File: src/rtl/logic_op_arbiter.sv
// logic_op_arbiter
//   Round-robin arbiter and sequencer sharing one bitwise logic unit
//   (OR / NOR / XOR / XNOR) among 4 requesters.
//   sel_out[1] picks the group (0: OR family, 1: XOR family).
//   sel_out[0] inverts the result inside that group.
// Ports:
//   clk, rst_n        clock, asynchronous active-low reset
//   req[3:0]          per-requester request, held until its ack completes
//   op_flat[7:0]      opcode of requester i at [2i+1:2i]
//   a_flat, b_flat    operands of requester i at [W*i+W-1:W*i]
//   ack               consumer accepts res (only looked at while res_valid)
//   grant[3:0]        one-hot owner of the unit, 0 when idle
//   sel_out[1:0]      latched opcode of the owner, 0 when idle
//   res, res_id       registered result and the index of its owner
//   res_valid         res is valid and held
//   busy              transaction in flight (EXEC or VALID)
//   done_count        completed transactions, wraps silently
module logic_op_arbiter #(
  parameter int W     = 4,
  parameter int CNT_W = 8
) (
  input  logic             clk,
  input  logic             rst_n,
  input  logic [3:0]       req,
  input  logic [7:0]       op_flat,
  input  logic [4*W-1:0]   a_flat,
  input  logic [4*W-1:0]   b_flat,
  input  logic             ack,
  output logic [3:0]       grant,
  output logic [1:0]       sel_out,
  output logic [W-1:0]     res,
  output logic [1:0]       res_id,
  output logic             res_valid,
  output logic             busy,
  output logic [CNT_W-1:0] done_count
);

  typedef enum logic [1:0] {IDLE, EXEC, VALID} state_t;

  state_t           state;
  logic [1:0]       last;
  logic [W-1:0]     lat_a, lat_b;

  // Per-requester views of the flat buses.
  logic [3:0][1:0]   op_v;
  logic [3:0][W-1:0] a_v, b_v;
  assign op_v = op_flat;
  assign a_v  = a_flat;
  assign b_v  = b_flat;

  // Round-robin pick: first set req bit scanning last+1 .. last+4 (mod 4).
  logic [1:0] win;
  logic       hit;
  always_comb begin
    win = '0;
    hit = 1'b0;
    for (int k = 1; k <= 4; k++) begin
      if (!hit && req[last + 2'(k)]) begin
        win = last + 2'(k);
        hit = 1'b1;
      end
    end
  end

  // Shared logic unit: group select then optional inversion.
  logic [W-1:0] alu;
  assign alu = (sel_out[1] ? (lat_a ^ lat_b) : (lat_a | lat_b)) ^ {W{sel_out[0]}};

  assign busy = (state != IDLE);

  always_ff @(posedge clk or negedge rst_n) begin
    if (!rst_n) begin
      state      <= IDLE;
      last       <= 2'd3;
      grant      <= '0;
      sel_out    <= '0;
      res        <= '0;
      res_id     <= '0;
      res_valid  <= 1'b0;
      done_count <= '0;
      lat_a      <= '0;
      lat_b      <= '0;
    end else begin
      case (state)
        IDLE: if (hit) begin
          grant   <= 4'b0001 << win;
          res_id  <= win;
          sel_out <= op_v[win];
          lat_a   <= a_v[win];
          lat_b   <= b_v[win];
          state   <= EXEC;
        end
        EXEC: begin
          res       <= alu;
          res_valid <= 1'b1;
          state     <= VALID;
        end
        VALID: if (ack) begin
          // res and res_id intentionally keep their values after the handshake.
          res_valid  <= 1'b0;
          grant      <= '0;
          sel_out    <= '0;
          last       <= res_id;
          done_count <= done_count + CNT_W'(1);
          state      <= IDLE;
        end
        default: state <= IDLE;
      endcase
    end
  end

endmodule

File: config.mk
export PLATFORM = sky130hd
export DESIGN_NAME = logic_op_arbiter
export DESIGN_NICKNAME = d
export VERILOG_FILES = /design/src/rtl/logic_op_arbiter.sv
export SDC_FILE = /design/constraint.sdc
export NUM_CORES = 1
export LEC_CHECK = 0
export BUFFER_PORTS_ARGS = -buffer_cell sky130_fd_sc_hd__buf_2
export CELL_PAD_IN_SITES_DETAIL_PLACEMENT = 2
export CELL_PAD_IN_SITES_GLOBAL_PLACEMENT = 2
export CORE_MARGIN = 5
export CORE_UTILIZATION = 30
export DETAILED_ROUTE_END_ITERATION = 16
export GPL_TIMING_DRIVEN = 0
export PLACE_DENSITY_LB_ADDON = 0.1
export RECOVER_POWER = 50
export SLEW_MARGIN = 20
export SYNTH_ARGS = -nofsm -noshare
export SYNTH_HDL_FRONTEND = slang
export SYNTH_SLANG_ARGS = --single-unit
File: constraint.sdc
create_clock -name clk -period 2.6 [get_ports clk]
set_input_delay 0.13 -clock clk [delete_from_list [all_inputs] [get_ports clk]]
set_output_delay 0.13 -clock clk [all_outputs]
set_load 0.02 [all_outputs]
Yosys cells after proc, flatten, opt, wreduce, memory -nomap -nowiden
Index checks and enable logic that the tools add are counted.
{"block": "classes", "n_addsub": 4, "n_mul": 0, "div_mod_pow": 0, "order_cmp": 5, "n_eq_ne": 4, "n_shift": 1, "muxes": 33, "bitwise_logic": 3, "n_reduce_logical": 15}
{"operator": "two-way mux 4 bit", "count": 5}
{"operator": "binary-select mux 4 bit (select 2 bit)", "count": 2}
{"operator": "two-way mux 2 bit", "count": 8}
{"operator": "< comparator 2 x 3 -> 1 bit (second input constant)", "count": 5}
{"operator": "two-way mux 1 bit", "count": 9}
{"operator": "adder 8 x 1 -> 8 bit (second input constant)", "count": 1}
{"operator": "binary-select mux 1 bit (select 2 bit)", "count": 4}
{"operator": "case mux 4 bit (2 select lines)", "count": 1}
{"operator": "AND reduction 2 bit", "count": 4}
{"operator": "XOR 4 bit", "count": 2}
{"operator": "case mux 2 bit (3 select lines)", "count": 1}
{"operator": "nonzero test 2 bit", "count": 3}
{"operator": "adder 2 bit (second input constant)", "count": 2}
{"operator": "binary-select mux 2 bit (select 2 bit)", "count": 1}
{"operator": "inequality test 2 bit (second input constant)", "count": 2}
{"operator": "OR 4 bit", "count": 1}
{"operator": "case mux 2 bit (2 select lines)", "count": 1}
{"operator": "<< shifter 1 x 2 -> 4 bit (first input constant)", "count": 1}
{"operator": "logical AND 1 bit", "count": 3}
{"operator": "zero test 1 bit", "count": 3}
{"operator": "AND reduction 3 bit", "count": 1}
{"operator": "adder 2 x 1 -> 2 bit (second input constant)", "count": 1}
{"operator": "== test 2 x 1 -> 1 bit (second input constant)", "count": 1}
{"operator": "== test 2 bit (second input constant)", "count": 1}
{"operator": "2 further kinds", "count": 2}
{"block": "totals", "regBits": 33, "latchBits": 0, "mem_bits_rw": 0, "rom_bits": 0, "inputBits": 47, "out_inout_bits": 22, "wordCells": 75, "memories": 0}

Longest topological paths before layout
{"block": "logic_depth", "depth_word": 17, "depth_mapped": 7, "ltp_nobuf": 6}

Worst setup path before layout
OpenSTA, ideal clock, no wires.
{"block": "synth_timing", "path_type": "register to register", "startpoint": "reg last[0]", "endpoint": "reg lat_a[3]", "setup_time_ps": 141, "arrival_time_ps": 1474, "t_required_ps": 2459, "slack_ps": 986, "path_stages_with_launch": 8, "path_buffers": 2, "synth_period_minus_slack_ps": 1614, "cell_sequence": "dfstp_2 nand2b_1 a21o_1 and3_1 buf_6 buf_8 mux2i_1 o221ai_1"}
{"block": "synth_between", "elab_chain_len": 15, "word_cells_on_any_way": 28, "classes_between": "3 x add/sub; 18 x mux; 7 x reduce/logical"}
{"element": "from (decl)", "line": "41", "text": "logic [1:0] last;"}
{"element": "from (signal assigned)", "line": "103", "text": "last <= res_id;"}
{"element": "adder 2 x 1 -> 2 bit", "line": "58, 59"}
{"element": "binary-select mux 1 bit (select 2 bit)", "line": "58", "text": "if (!hit && req[last + 2'(k)]) begin"}
{"element": "two-way mux 1 bit (implied by the code)", "line": "58"}
{"element": "two-way mux 1 bit", "line": "58"}
{"element": "zero test 1 bit", "line": "58"}
{"element": "logical AND 1 bit", "line": "58"}
{"element": "two-way mux 1 bit", "line": "58"}
{"element": "zero test 1 bit", "line": "58"}
{"element": "logical AND 1 bit", "line": "58"}
{"element": "two-way mux 1 bit", "line": "58"}
{"element": "zero test 1 bit", "line": "58"}
{"element": "logical AND 1 bit", "line": "58"}
{"element": "two-way mux 2 bit", "line": "58"}
{"element": "binary-select mux 4 bit (select 2 bit)", "line": "89", "text": "lat_a <= a_v[win];"}
{"element": "two-way mux 4 bit (implied by the code)", "line": "89"}
{"element": "to (signal assigned)", "line": "89"}
{"element": "to (decl)", "line": "42", "text": "logic [W-1:0] lat_a, lat_b;"}
Several ways; a longest one is shown, not always the timed one. The select of a mux whose other input is x is not followed.
A chain may end at the register's enable or synchronous reset.

Final worst setup path
Ends and elaborated chain as after synthesis.

==> flow_metrics.py <==
metrics = {
    "grt": {
        "grt.overflow.total": 0,
        "track_usage": 0.1430,
        "grt_max_degree": 34,
        "antenna_found_initial": 0,
        "grt_pass1_vias": 1694,
        "grt_pass1_wl_mm": 8.321,
    },
    "placed_design": {
        "placed_cells": 326,
        "gp_routability_congestion": 0.7167,
        "dp_hpwl_mm": 4.026,
        "portBuffers": 68,
        "dp_slack_ns": 0.7378,
        "post_dp_cell_area_sq_um": 2227,
    },
    "synth": {
        "async_flop_share": 1.000,
        "ys_top_cells_by_count": "nand2_1, dfrtp_1, mux2i_1, inv_1",
        "syn_inst": 183,
        "synth_seq_area_share": 0.4620,
        "synth_xor_xnor_area_share": 0.05373,
        "synth_top_family_by_area": "simple AND/OR/NAND/NOR gates",
        "ys_types": 33,
        "synth_compound_area_frac": 0.1263,
        "syn_avg_cell_area_sq_um": 9.798,
        "post-synth-top-count-cell": "nand2_1",
        "yosys.area.top_type_share": 0.4327,
        "synth_fa_ha_area_frac": 0.03489,
        "yosys-top-cells-area": "dfrtp_1, mux2i_1, nand2_1",
        "ys_warn_count": 0,
        "ys_ff_latch": 33,
        "synthSimpleGateAreaFrac": 0.1521,
        "synth-main-ff-cell": "dfrtp_1",
        "synth_edf_count": 0,
        "mappedNetlistArea_sq_um": 1793,
        "yosysTopAreaCell": "dfrtp_1",
        "syn-num-nets": 235,
        "synth_mux_area_frac": 0.1068,
    },
    "detailed_routing": {
        "m1WireLength_mm": 2.303,
        "drtIter0Drc": 14,
        "antenna_left": 0,
        "first_pass_iters": 2,
        "vias": 1607,
        "vias_per_cell": 4.811,
        "drcViolationCount": 0,
        "wl_met3_um": 249,
        "totalWireLength_mm": 5.014,
        "highest_layer": "met4",
        "wire_per_inst_um": 15.01,
        "route.met2.wl_mm": 2.382,
    },
    "final_layout": {
        "antenna_cells": 0,
        "layout-drive-gt1-share": 0.2432,
        "nNetsFinal": 311,
        "stdcell_area_sq_um": 2297,
        "n_fill_cell": 694,
        "final_cells": 334,
        "syn_to_final_growth_pct": 28.12,
    },
    "die": {
        "fp-row-count": 28,
        "die_x_um": 87.31,
        "core_area_sq_um": 5851,
        "die_h_um": 87.31,
        "start_util": 0.3065,
        "dieArea_sq_um": 7623,
        "pin_count": 69,
    },
    "critical_path": {
        "critPathRequiredTime_ns": 2.75,
        "cp-end-kind": "register",
        "cp.arrival_ns": 2.01,
        "path_class": "register to register",
        "startpoint_type": "register",
        "cp_max_fo": 10,
    },
    "clock_tree": {
        "numCtsBuffers": 5,
        "h-tree-depth": 2,
        "cts_tree": "done",
        "post_cts_resized": 0,
        "clk_pin_slew_ns": 0.06,
        "cts-root-buf": "clkbuf_8",
        "clockBufferDepth": 2,
        "clock_latency_ns": 0.28,
        "cts.sinks": 33,
    },
    "timing": {
        "slew_headroom": 0.5094,
        "setup_violations": 0,
        "max_freq_ghz": 0.5366,
        "fin_crit_ns": 1.864,
        "tns_ns": 0,
        "fin_crit_sh": 0.7168,
        "hold_violations": 0,
        "skew_ns": 0.002587,
        "final.setup.worst_slack_ns": 0.7364,
        "worstMarginPinSlew_ns": 0.7359,
        "rsz0062_at_grt": "no",
        "final_max_slew_viol_count": 0,
    },
    "power_and_ir_drop": {
        "intPower_mw": 1.502,
        "power_frac_comb": 0.519,
        "peakVddDrop_v": 0.0003861,
        "power_mw": 2.642,
        "power_frac_clock": 0.146,
        "p_sw_mw": 1.141,
        "power_frac_seq": 0.335,
        "total_leakage_power_nw": 1.122,
        "p_sw_frac": 0.4317,
        "power.density_nw_per_um2": 1150,
    },
    "job": {
        "max_cap_viol_count": 0,
    },
    "min_path": {
        "hp-class": "input pin to register",
    },
    "run_status": {
        "status": "finished, final reports clean",
    },
}
==> critical path, cell delays in order, from the launching register on <==
cell and delay (ns):
dfstp_2 0.54, nand2b_1 0.13, a21o_1 0.18, and3_1 0.19, buf_6 0.13, buf_8 0.16
mux2i_1 0.25, o221ai_1 0.14
==> state kept, by name (all words and copies together), names as in the netlist <==
register / count
sel_out: 2
state: 2
res: 4
res_id: 2
last: 2
lat_a: 4
res_valid: 1
done_count: 8
grant: 4
lat_b: 4
==> final cells by class <==
type | instances | area, sq um | area share
clock buffers | 7 | 86.33 | 0.03758
plain buffers | 8 | 66.31 | 0.02887
repair buffers | 69 | 324.1 | 0.1411
well taps | 75 | 93.84 | 0.04085
multi-input cells | 129 | 849.6 | 0.3698
inverters | 13 | 48.80 | 0.02124
flip-flops and latches | 33 | 828.3 | 0.3606
==> cells in the final DEF (no fill, tap or decap), drive strengths merged <==
cell type / netlist / final
a21o: 3 / 3
a21bo: 1 / 1
nand3b: 1 / 1
ha: 5 / 5
o21ai: 11 / 11
o221ai: 8 / 8
o22a: 1 / 1
nand2: 32 / 32
or2: 2 / 2
dlygate4sd3: 0 / 1
dfstp: 2 / 2
nand3: 6 / 6
nand2b: 4 / 4
inv: 13 / 13
and3: 2 / 2
nor2b: 1 / 1
o211ai: 3 / 3
dfrtp: 31 / 31
nor3b: 1 / 1
buf: 4 / 51
nor2: 9 / 9
a31oi: 2 / 2
mux2i: 18 / 18
mux2: 1 / 1
and4: 2 / 2
xor2: 2 / 2
clkbuf: 4 / 32
xnor2: 9 / 9
a21oi: 5 / 5
==> cells by family after synthesis <==
logic type | after synthesis
buf+inv | 21
xor+xnor | 11
fa+ha+maj | 5
flops | 33
simple gates | 60
compound gates | 34
mux | 19
==> power groups by stage <==
stage / logic (mW) / clock network [mW] / registers (mW)
after floorplan: 0.867 / 0 / 1.01
after global placement: 1.38 / 0 / 0.890
after detailed placement: 1.43 / 0 / 0.898
after CTS: 1.44 / 0.409 / 0.887
after global routing: 1.54 / 0.442 / 0.923
final: 1.37 / 0.387 / 0.885
==> layer usage <==
metal	global-route usage	vias up
met5	0	-
met2	0.2308	39
met1	0.1831	785
li1	-	778
met3	0.03879	5
met4	0.05021	0
==> final timing paths <==
check / start / end / slack (ns) / cells past startpoint
min in group asynchronous: rst_n / done_count[6] / 0.44 / 2
min: a_flat[5] / lat_a[1] / 0.16 / 3
max: last[0] / lat_a[3] / 0.74 / 7
max reg2reg: last[0] / lat_a[3] / 0.74 / 7
min reg2reg: last[0] / last[0] / 0.47 / 2
max in group asynchronous: rst_n / sel_out[1] / 1.69 / 2
==> timing repair <==
item	in CTS	in global routing
hold buffers	1	0
setup buffers	0	0
hold endpoints to repair	31	0
==> stage by stage <==
step	hold WS [ns]	util
after floorplan	-0.1656	-
after global routing	0.1703	0.3926
after global placement	0.2506	0.3807
after CTS	0.1561	0.3971
after detailed placement	0.2515	0.3807
final	0.1648	0.3926
Note: power is estimated with default switching activity, not from simulation.
